## src/rtl/rgb_pixel_fifo.sv

```systemverilog
// rtl/rgb_pixel_fifo.sv - buffers 1-or-2 pixel decoder beats and emits one 24-bit pixel per cycle
module rgb_pixel_fifo #(
    parameter int DEPTH       = 16,
    parameter int LEVEL_WIDTH = $clog2(DEPTH) + 1
) (
    input  logic                   clock,
    input  logic                   reset,
    input  logic [47:0]            rgb,
    input  logic [1:0]             rgb_enable,
    output logic [23:0]            pixel_data,
    output logic                   pixel_valid,
    input  logic                   pixel_ready,
    output logic [LEVEL_WIDTH-1:0] level,
    output logic                   overflow,
    output logic                   protocol_error
);
    localparam int PTR_W = $clog2(DEPTH);

    logic [23:0]            mem [DEPTH];
    logic [PTR_W-1:0]       wr_ptr;
    logic [PTR_W-1:0]       rd_ptr;
    logic [LEVEL_WIDTH-1:0] level_q;
    logic [LEVEL_WIDTH-1:0] free;
    logic [1:0]             n;
    logic                   accept;
    logic                   rd;

    // Space is judged on the start-of-cycle level only, so a same-cycle read never frees room.
    always_comb begin
        n = 2'd0;
        case (rgb_enable)
            2'b01:   n = 2'd1;
            2'b11:   n = 2'd2;
            default: n = 2'd0;
        endcase
        free   = LEVEL_WIDTH'(DEPTH) - level_q;
        accept = (n != 2'd0) && (free >= LEVEL_WIDTH'(n));
        rd     = pixel_ready && (level_q != '0);
    end

    always_ff @(posedge clock) begin
        if (reset) begin
            wr_ptr         <= '0;
            rd_ptr         <= '0;
            level_q        <= '0;
            overflow       <= 1'b0;
            protocol_error <= 1'b0;
        end else begin
            if (accept)
                wr_ptr <= wr_ptr + PTR_W'(n);
            if (rd)
                rd_ptr <= rd_ptr + PTR_W'(1);
            level_q <= level_q + (accept ? LEVEL_WIDTH'(n) : '0) - (rd ? LEVEL_WIDTH'(1) : '0);
            if ((n != 2'd0) && !accept)
                overflow <= 1'b1;
            if (rgb_enable == 2'b10)
                protocol_error <= 1'b1;
        end
    end

    always_ff @(posedge clock) begin
        if (!reset && accept) begin
            mem[wr_ptr] <= rgb[23:0];
            if (n == 2'd2)
                mem[wr_ptr + PTR_W'(1)] <= rgb[47:24];
        end
    end

    assign level       = level_q;
    assign pixel_valid = (level_q != '0);
    assign pixel_data  = pixel_valid ? mem[rd_ptr] : 24'd0;
endmodule

```

## config.mk

```make
export PLATFORM = sky130hd
export DESIGN_NAME = rgb_pixel_fifo
export DESIGN_NICKNAME = d
export VERILOG_FILES = /design/src/rtl/rgb_pixel_fifo.sv
export SDC_FILE = /design/constraint.sdc
export NUM_CORES = 1
export LEC_CHECK = 0
export BUFFER_PORTS_ARGS = -buffer_cell sky130_fd_sc_hd__buf_2
export CAP_MARGIN = 20
export CELL_PAD_IN_SITES_DETAIL_PLACEMENT = 1
export CELL_PAD_IN_SITES_GLOBAL_PLACEMENT = 2
export CORE_ASPECT_RATIO = 0.7
export CORE_MARGIN = 2
export CORE_UTILIZATION = 43
export DETAILED_ROUTE_END_ITERATION = 16
export PLACE_DENSITY_LB_ADDON = 0.1
export SYNTH_ARGS = -nofsm -noshare
export SYNTH_HDL_FRONTEND = slang
export SYNTH_SLANG_ARGS = --single-unit
```

## constraint.sdc

```tcl
create_clock -name clock -period 5.4 [get_ports clock]
set_clock_uncertainty 0.1 [all_clocks]
set_input_delay 1.62 -clock clock [delete_from_list [all_inputs] [get_ports clock]]
set_output_delay 1.62 -clock clock [all_outputs]
set_load 0.05 [all_outputs]
```

==> metrics.yaml, run 1 <==
setup_path:
  cp-startpoint: "level[2]"
  critPathKind: "reg -> out"
  crit_path_start_kind: "flop"
  required_ns: 3.68
  reg2reg_depth: 15
  regToRegSetupSlack_ns: 1.53
  regToRegStartpoint: "level[0]"
  crit_fanout: 20
  critPathCaptureType: "primary output"
  timing.rr.end: "level[4]"
  worstSetupEndpoint: "pixel_data[22]"
  worstPathArrival_ns: 3.35
die:
  core_area_sq_um: 50400
  start_util_pct: 43.3
  fp.dieH_microns: 192
  die_w_microns: 273
  dieArea_sq_um: 52600
  ioPinCount: 85
  num_rows: 69
drt:
  avgRoutedWirePerCell_microns: 31.7
  drt_wl_total_microns: 63900
  ant_nets: 0
  vias: 11700
  detailedRoute.firstIterationViolations: 1051
  detail_route.vias_per_cell: 5.83
  firstDrtPassIters: 5
  drc: 0
place:
  dpl_worst_slack_ns: 0.437
  routabilityCongestion: 0.748
  placed_area_sq_um: 22900
  post-dp-hpwl_microns: 39700
  io_buffers: 84
logic_synthesis:
  yosysWarnings: 0
  yosys.cell_types.count: 51
  synth_edf_count: 384
  avgSynthCellArea_sq_um: 17.5
  syn_nets: 1313
  synthFlopType: "edfxtp_1"
  synth_common_cells: "edfxtp_1 (384), mux2_4 (217), mux2_2 (159)"
  synthTopCellsByArea: "edfxtp_1 (53%), mux2_4 (15%), mux4_2 (9.9%)"
  yosysTopAreaCell: "edfxtp_1"
  synthArstFlopShare_pct: 0
  synth_top_cell_area_share_pct: 52.9
  seq_area_frac_synth_pct: 54.6
  syn_area_sq_um: 21800
  ys_seq_elements: 403
  yosysMostFrequentCell: "edfxtp_1"
  synth_cells: 1244
clock_network:
  clock-sinks: 403
  cts_inserted_buffers: 44
  cts_tree: "yes"
  cts_hold_buffers: 0
  path_clk_slew_ns: 0.06
  cts_resized: 0
  cts-root-buf: "clkbuf_16"
  htree_levels: 2
  cts_buffer_depth: 3
  insertion_delay_ns: 0.55
  post_cts_buffers: 0
grt:
  grt-busiest-layer: "met1"
  grt_remaining_overflow: 0
  use_met2_pct: 37.0
  grt_pass1_wl_microns: 91200
  first_global_vias: 12100
  met1_usage_pct: 37.7
  grt_use_met3_pct: 2.84
  grt_max_degree: 36
  antenna_found_initial: 6
  grt_util_all_layers_pct: 24.5
final_layout:
  multi_input_area_sq_um: 9200
  drive_above_1_share_pct: 53.2
  nFillCells: 4740
  final_cell_area_sq_um: 24400
  syn_to_final_growth_pct: 11.6
  regArea_sq_um: 11900
  fin_nets: 1374
timing:
  timing.setup.tns_ns: 0
  fin_ws_ns: 0.332
  slew_headroom_pct: 27.8
  worst_pin_slew_ns: 1.08
  min_period_over_period_pct: 93.9
  final_hold_viol_count: 0
  setup_violations: 0
  period_needed_ns: 5.07
  rsz0062_at_grt: "no"
  slew_viol_final: 0
  max_freq_mhz: 197
run_status:
  status: "finished clean"
pwr:
  p_per_area_nw_per_um2: 382
  p_leak_nw: 8.18
  vdd_drop_max_v: 0.000240
hold_path:
  min_path_type: "reg -> reg"
job:
  cap_violations: 0
## final cells by class
class,count,area share (%)
well taps,674,3.46
clock inverters,20,0.616
flip-flops and latches,403,48.9
diodes,1,0.0103
multi-input cells,702,37.8
clock buffers,59,5.05
inverters,15,0.231
repair buffers,139,3.91
## layout by cell type (no fill, tap or decap), drive strengths merged, types with 2 or more instances in the layout
cell,instances
nor3b,5
nand2b,8
clkinv,18
nor2,13
dfxtp,19
and4b,2
bufinv,2
inv,15
mux2,386
xor2,3
nor2b,6
and3,4
a21oi,26
o22ai,24
edfxtp,384
and2,3
mux4,96
fa,2
ha,14
xnor2,2
nor3,9
or2,2
clkbuf,59
nand2,29
o21ai,2
nand3,2
buf,139
mux2i,51
## report_power, final
group	switching (mW)	internal, mW
sequential	0.139	3.53
clock	1.26	1.69
combinational	1.70	0.987
## kinds of logic (layout without fill, tap and decap cells)
kind of cell / after synthesis / in the layout / synth area share [%]
simple gates: 90 / 90 / 2.22
flops: 403 / 403 / 54.6
fa+ha+maj: 16 / 16 / 0.986
compound gates: 58 / 58 / 2.37
other cells: 0 / 1 / 0
buf+inv: 139 / 233 / 3.72
mux: 533 / 533 / 35.9
xor+xnor: 5 / 5 / 0.201
## per-stage QoR
step	hold WS [ns]	utilization [%]	power, mW	instances
2_1_floorplan	0.385	-	5.66	1244
3_3_place_gp	0.349	45.4	6.42	1929
3_5_place_dp	0.379	45.5	6.43	1932
4_1_cts	0.395	48.3	9.39	2011
5_1_grt	0.431	48.3	9.65	2012
6_report	0.390	48.3	9.31	2013
## state kept, by name, summed over array words and instances, names as in the netlist, named ones only
| register | flops |
|---|---|
| rd_ptr | 4 |
| level | 5 |
| overflow | 1 |
| protocol_error | 1 |
| mem | 384 |
| wr_ptr | 4 |
## worst max-delay path, cell delays in order, from the launching register on
cell	delay, ns
dfxtp_1	0.48
inv_1	0.15
ha_1	0.21
and2_1	0.15
ha_1	0.20
or2_2	0.61
o22ai_1	0.60
buf_2	0.38
## how the worst min path moves through the flow
stage          slack [ns]  cells after the start             end           start
6_report             0.39                      2  protocol_error  protocol_error
5_1_grt              0.43                      2  protocol_error  protocol_error
4_1_cts              0.39                      2        overflow        overflow
3_5_place_dp         0.38                      2        overflow        overflow
3_3_place_gp         0.35                      2  protocol_error  protocol_error
2_1_floorplan        0.38                      2            flop       rd_ptr[3]
## routing by layer
metal	vias up	part of all wire, %
met2	296	44
met3	74	4.4
met5	-	0.089
li1	5035	-
met4	2	2.0
met1	6332	49
No activity file was read; power rests on OpenSTA's default activity.
==> inputs of run 2 (changes only) <==
--- a/constraint.sdc
+++ b/constraint.sdc
@@ -4,2 +4,2 @@
 set_output_delay 1.62 -clock clock [all_outputs]
-set_load 0.05 [all_outputs]
+set_load 0.01 [all_outputs]
==> metrics.yaml, run 2 (same netlist as run 1, synthesis figures left out) <==
timing:
  period_needed_ns: 4.95  # -0.119 ns
  slew_viol_final: 0  # unchanged
  max_freq_mhz: 202  # +2.4%
  timing.setup.tns_ns: 0  # unchanged
  min_period_over_period_pct: 91.7  # -2.2 points
  final_hold_viol_count: 0  # unchanged
  worst_pin_slew_ns: 1.07  # -0.0169 ns
  fin_ws_ns: 0.450  # +0.119 ns
  rsz0062_at_grt: "no"
  setup_violations: 0  # unchanged
  slew_headroom_pct: 28.9  # +1.1 points
die:
  start_util_pct: 43.3  # unchanged
  num_rows: 69  # unchanged
  dieArea_sq_um: 52600  # unchanged
  core_area_sq_um: 50400  # unchanged
  ioPinCount: 85  # unchanged
  die_w_microns: 273  # unchanged
  fp.dieH_microns: 192  # unchanged
place:
  post-dp-hpwl_microns: 39800  # +0.22%
  routabilityCongestion: 0.766  # +2.5%
  placed_area_sq_um: 22900  # -0.11%
  dpl_worst_slack_ns: 0.477  # +0.0395 ns
  io_buffers: 84  # unchanged
setup_path:
  path_common_cell: "ha_1"
  crit_chain: "inv_1 > ha_1 > and2_1 > ha_1 > or2_2 > buf_4 > o22ai_1 > buf_2"
  crit_slowest_cell: "or2_2"
  worstPathArrival_ns: 3.23  # -0.12 ns
  required_ns: 3.68  # about the same
  critPathKind: "reg -> out"
  max_stage_delay_ns: 0.50  # -0.11 ns
  regToRegSetupSlack_ns: 1.54  # about the same
  crit_path_start_kind: "flop"
  critPathCaptureType: "primary output"
  crit_fanout: 14  # -30%
drt:
  avgRoutedWirePerCell_microns: 31.9  # +0.36%
  ant_nets: 0  # unchanged
  detail_route.vias_per_cell: 5.86  # +0.55%
  firstDrtPassIters: 5  # unchanged
  drc: 0  # unchanged
  drt_wl_total_microns: 64100  # +0.31%
  detailedRoute.firstIterationViolations: 1126  # +7.1%
  vias: 11800  # +0.50%
clock_network:
  path_clk_slew_ns: 0.06  # about the same
  cts_hold_buffers: 0  # unchanged
  cts-root-buf: "clkbuf_16"
  insertion_delay_ns: 0.56  # about the same
  htree_levels: 2  # unchanged
  clock-sinks: 403  # unchanged
  cts_resized: 0  # unchanged
  cts_buffer_depth: 3  # unchanged
  post_cts_buffers: 0  # unchanged
  cts_tree: "yes"
  cts_inserted_buffers: 43  # -2.3%
final_layout:
  final_cell_area_sq_um: 24300  # -0.23%
  syn_to_final_growth_pct: 11.4
  final_cell_mix: "edfxtp_1 (384), mux2_4 (217), mux2_2 (159), mux4_2 (96), buf_2 (84)"
  final_util_pct: 48.2  # -0.11 points
  drive_above_1_share_pct: 53.1  # -0.14 points
  largest_reg_flops: 384  # unchanged
  final_common_cell: "edfxtp_1"
  fin_nets: 1371  # -0.22%
  regMostFlops: "mem"
pwr:
  p_per_area_nw_per_um2: 364  # -4.7%
  vdd_drop_max_v: 0.000198  # -17%
  p_leak_nw: 8.14  # -0.52%
  fin_total_pwr_mw: 8.85  # -4.9%
grt:
  grt_remaining_overflow: 0  # unchanged
  first_global_vias: 12200  # +1.6%
  grt_max_degree: 33  # -8.3%
  grt_pass1_wl_microns: 92500  # +1.4%
  antenna_found_initial: 3  # -3
  grt_util_all_layers_pct: 24.7  # +0.27 points
run_status:
  status: "finished clean"
job:
  cap_violations: 0  # unchanged
hold_path:
  min_path_type: "reg -> reg"
==> run 2: cell types whose count changed in the layout (fill, tap and decap cells not counted), moves of 2 or more <==
cell,previous run,this run
clkinv_1,9,12
clkbuf_16,46,44
clkinvlp_4,0,3
clkbuf_1,10,8
clkbuf_8,3,0
==> run 2: path summary, 6_finish.rpt <==
check | from | to | depth (start not counted)
worst max-delay path | level[2] | pixel_data[12] | 8
worst min-delay path | protocol_error | protocol_error | 2
worst max register to register | level[0] | mem[2][23] | 8
worst min register to register | protocol_error | protocol_error | 2
==> run 2: power breakdown <==
| part | internal [mW] | total, mW | switching [mW] |
|---|---|---|---|
| combinational | 0.986 | 2.26 | 1.28 |
| sequential | 3.53 | 3.65 | 0.121 |
| clock | 1.64 | 2.94 | 1.30 |
| total | 6.16 | 8.85 | 2.70 |
==> run 2: per-stage QoR <==
stage               instances  hold WS [ns]
floorplan                1244         0.385
global placement         1928         0.368
detailed placement       1930         0.364
CTS                      2009         0.380
global route             2010         0.426
finish                   2012         0.388
==> run 2: critical path, delay by kind of cell, from the launching register on <==
family	cells	cell delay [ns]
adders and majority gates	2	0.41
AOI/OAI and AO/OA	1	0.39
buffers and inverters	3	0.70
DFF	1	0.49
and+or+nand+nor	2	0.65
==> run 2: layer usage <==
metal | part of all wire [%] | vias up | GRT usage (%)
met3 | 4.5 | 85 | 3.21
met4 | 2.1 | 0 | 5.34
met5 | 0 | - | 0
li1 | - | 5048 | -
met1 | 49 | 6387 | 38.2
met2 | 44 | 278 | 37.0
==> run 2: area by class of cell <==
| type | instances | area (sq um) |
|---|---|---|
| Antenna cell | 2 | 5.00 |
| Clock buffer | 52 | 1130 |
| Clock inverter | 27 | 218 |
| Fill cell | 4755 | 26100 |
| Inverter | 15 | 56.3 |
| Multi-Input combinational cell | 702 | 9200 |
| Sequential cell | 403 | 11900 |
| Tap cell | 674 | 843 |
| Timing Repair Buffer | 137 | 926 |
==> inputs of run 3 (changes only) <==
Settings changed: CELL_PAD_IN_SITES_DETAIL_PLACEMENT 1 to not set, CELL_PAD_IN_SITES_GLOBAL_PLACEMENT 2 to not set, CORE_UTILIZATION 43 to 55, PLACE_DENSITY set to 0.75, PLACE_DENSITY_LB_ADDON 0.1 to not set.
==> metrics.yaml, run 3 (same netlist as run 1, synthesis figures left out) <==
clock_network:
  cts_inserted_buffers: 41  # -4.7%
  post_cts_buffers: 0  # unchanged
  cts_hold_buffers: 0  # unchanged
  cts_tree: "yes"
  cts_buffer_depth: 3  # unchanged
  path_clk_slew_ns: 0.06  # about the same
  clock-sinks: 403  # unchanged
  htree_levels: 2  # unchanged
  insertion_delay_ns: 0.53  # -0.03 ns
  cts-root-buf: "clkbuf_16"
  cts_resized: 0  # unchanged
pwr:
  vdd_drop_max_v: 0.000224  # +13%
  p_per_area_nw_per_um2: 356  # -2.2%
  fin_total_pwr_mw: 8.52  # -3.8%
  p_leak_nw: 8.03  # -1.3%
place:
  placed_area_sq_um: 22700  # -1.1%
  io_buffers: 84  # unchanged
  routabilityCongestion: 0.799  # +4.3%
  post-dp-hpwl_microns: 32200  # -19%
timing:
  min_period_over_period_pct: 87.0  # -4.6 points
  slew_viol_final: 0  # unchanged
  setup_violations: 0  # unchanged
  hold_ws_ns: 0.366  # -0.0214 ns
  max_freq_mhz: 213  # +5.3%
  final_hold_viol_count: 0  # unchanged
  rsz0062_at_grt: "no"
  worst_pin_slew_ns: 1.15  # +0.0814 ns
  slew_headroom_pct: 23.3  # -5.6 points
  period_needed_ns: 4.70  # -0.250 ns
setup_path:
  critPathBufInv: 2  # -1
  path_common_cell: "ha_1"
  critPathCaptureType: "primary output"
  crit_slowest_cell: "or2_2"
  crit_fanout: 24  # +10
  worstPathArrival_ns: 2.98  # -0.25 ns
  crit_family: "simple AND/OR/NAND/NOR gates"
  required_ns: 3.68  # about the same
  crit_path_start_kind: "flop"
  crit_chain: "inv_1 > ha_1 > and2_1 > ha_1 > or2_2 > o22ai_1 > buf_2"
  max_stage_delay_ns: 0.61  # +0.11 ns
  critPathKind: "reg -> out"
grt:
  grt_pass1_wl_microns: 81900  # -11%
  grt_max_degree: 43  # +30%
  grt_util_all_layers_pct: 27.3  # +2.6 points
  grt_remaining_overflow: 0  # unchanged
  antenna_found_initial: 5  # +2
  first_global_vias: 12000  # -1.7%
final_layout:
  final_cell_mix: "edfxtp_1 (384), mux2_4 (217), mux2_2 (159), mux4_2 (96), buf_2 (84)"
  final_util_pct: 61.7  # +13 points
  final_common_cell: "edfxtp_1"
  regArea_sq_um: 11900  # unchanged
  largest_reg_flops: 384  # unchanged
  final_cell_area_sq_um: 23900  # -1.7%
  regMostFlops: "mem"
  drive_above_1_share_pct: 52.4  # -0.68 points
  syn_to_final_growth_pct: 9.52
  multi_input_area_sq_um: 9200  # unchanged
  fin_nets: 1362  # -0.66%
  nFillCells: 2789  # -41%
drt:
  detailedRoute.firstIterationViolations: 1418  # +26%
  firstDrtPassIters: 5  # unchanged
  avgRoutedWirePerCell_microns: 30.3  # -5.0%
  drc: 0  # unchanged
  ant_nets: 0  # unchanged
  drt_wl_total_microns: 56100  # -13%
  vias: 11900  # +1.2%
  detail_route.vias_per_cell: 6.45  # +9.9%
die:
  fp.dieH_microns: 171  # -11%
  num_rows: 60  # -13%
  core_area_sq_um: 38700  # -23%
  start_util_pct: 56.3  # +13 points
  die_w_microns: 242  # -11%
  dieArea_sq_um: 41300  # -21%
  ioPinCount: 85  # unchanged
run_status:
  status: "finished clean"
hold_path:
  min_path_type: "reg -> reg"
job:
  cap_violations: 0  # unchanged
run 3: cell types whose count changed in the layout (fill, tap and decap cells not counted), sizes merged:
cell	change
buf	-7
clkinv	-6
clkbuf	+3
clkinvlp	-3
bufinv	-2
diode	+2
run 3: path summary, 6_finish.rpt:
path                                startpoint        endpoint  slack [ns]  cells after the start
worst max-delay path                  level[2]  pixel_data[23]        0.70                      7
worst min-delay path            protocol_error  protocol_error        0.37                      2
worst max register to register        level[0]        level[4]        1.57                     15
worst min register to register  protocol_error  protocol_error        0.37                      2
run 3: worst min-delay path: cells and delay by family (launching register included):
kind	cells	cell delay, ns
flops	1	0.32
simple gates	1	0.07
compound gates	1	0.04
run 3: metal layers:
metal / vias to the layer above / global-route usage, % / part of all wire (%)
met5: - / 0 / 0
met4: 0 / 7.06 / 2.2
met3: 80 / 4.27 / 8.5
met2: 532 / 43.7 / 46
met1: 6300 / 39.4 / 43
li1: 5025 / - / -
run 3: through the flow:
stage               setup TNS, ns  std cells  setup slack, ns
finish                          0       1852            0.701
global route                    0       1849            0.584
CTS                             0       1848            0.668
detailed placement              0       1777            0.585
global placement                0       1777            0.647
floorplan                  -0.752       1244          -0.0157
run 3: report_power, final:
group / switching [mW] / internal, mW
combinational: 1.22 / 0.975
sequential: 0.111 / 3.53
clock: 1.18 / 1.50
run 3: cell type report:
cell class | instances | area share [%]
Multi-Input combinational cell | 702 | 38.5
Sequential cell | 403 | 49.9
Antenna cell | 4 | 0.0419
Clock inverter | 16 | 0.403
Clock buffer | 55 | 4.69
Timing Repair Buffer | 130 | 3.47
Tap cell | 527 | 2.76
Inverter | 15 | 0.236
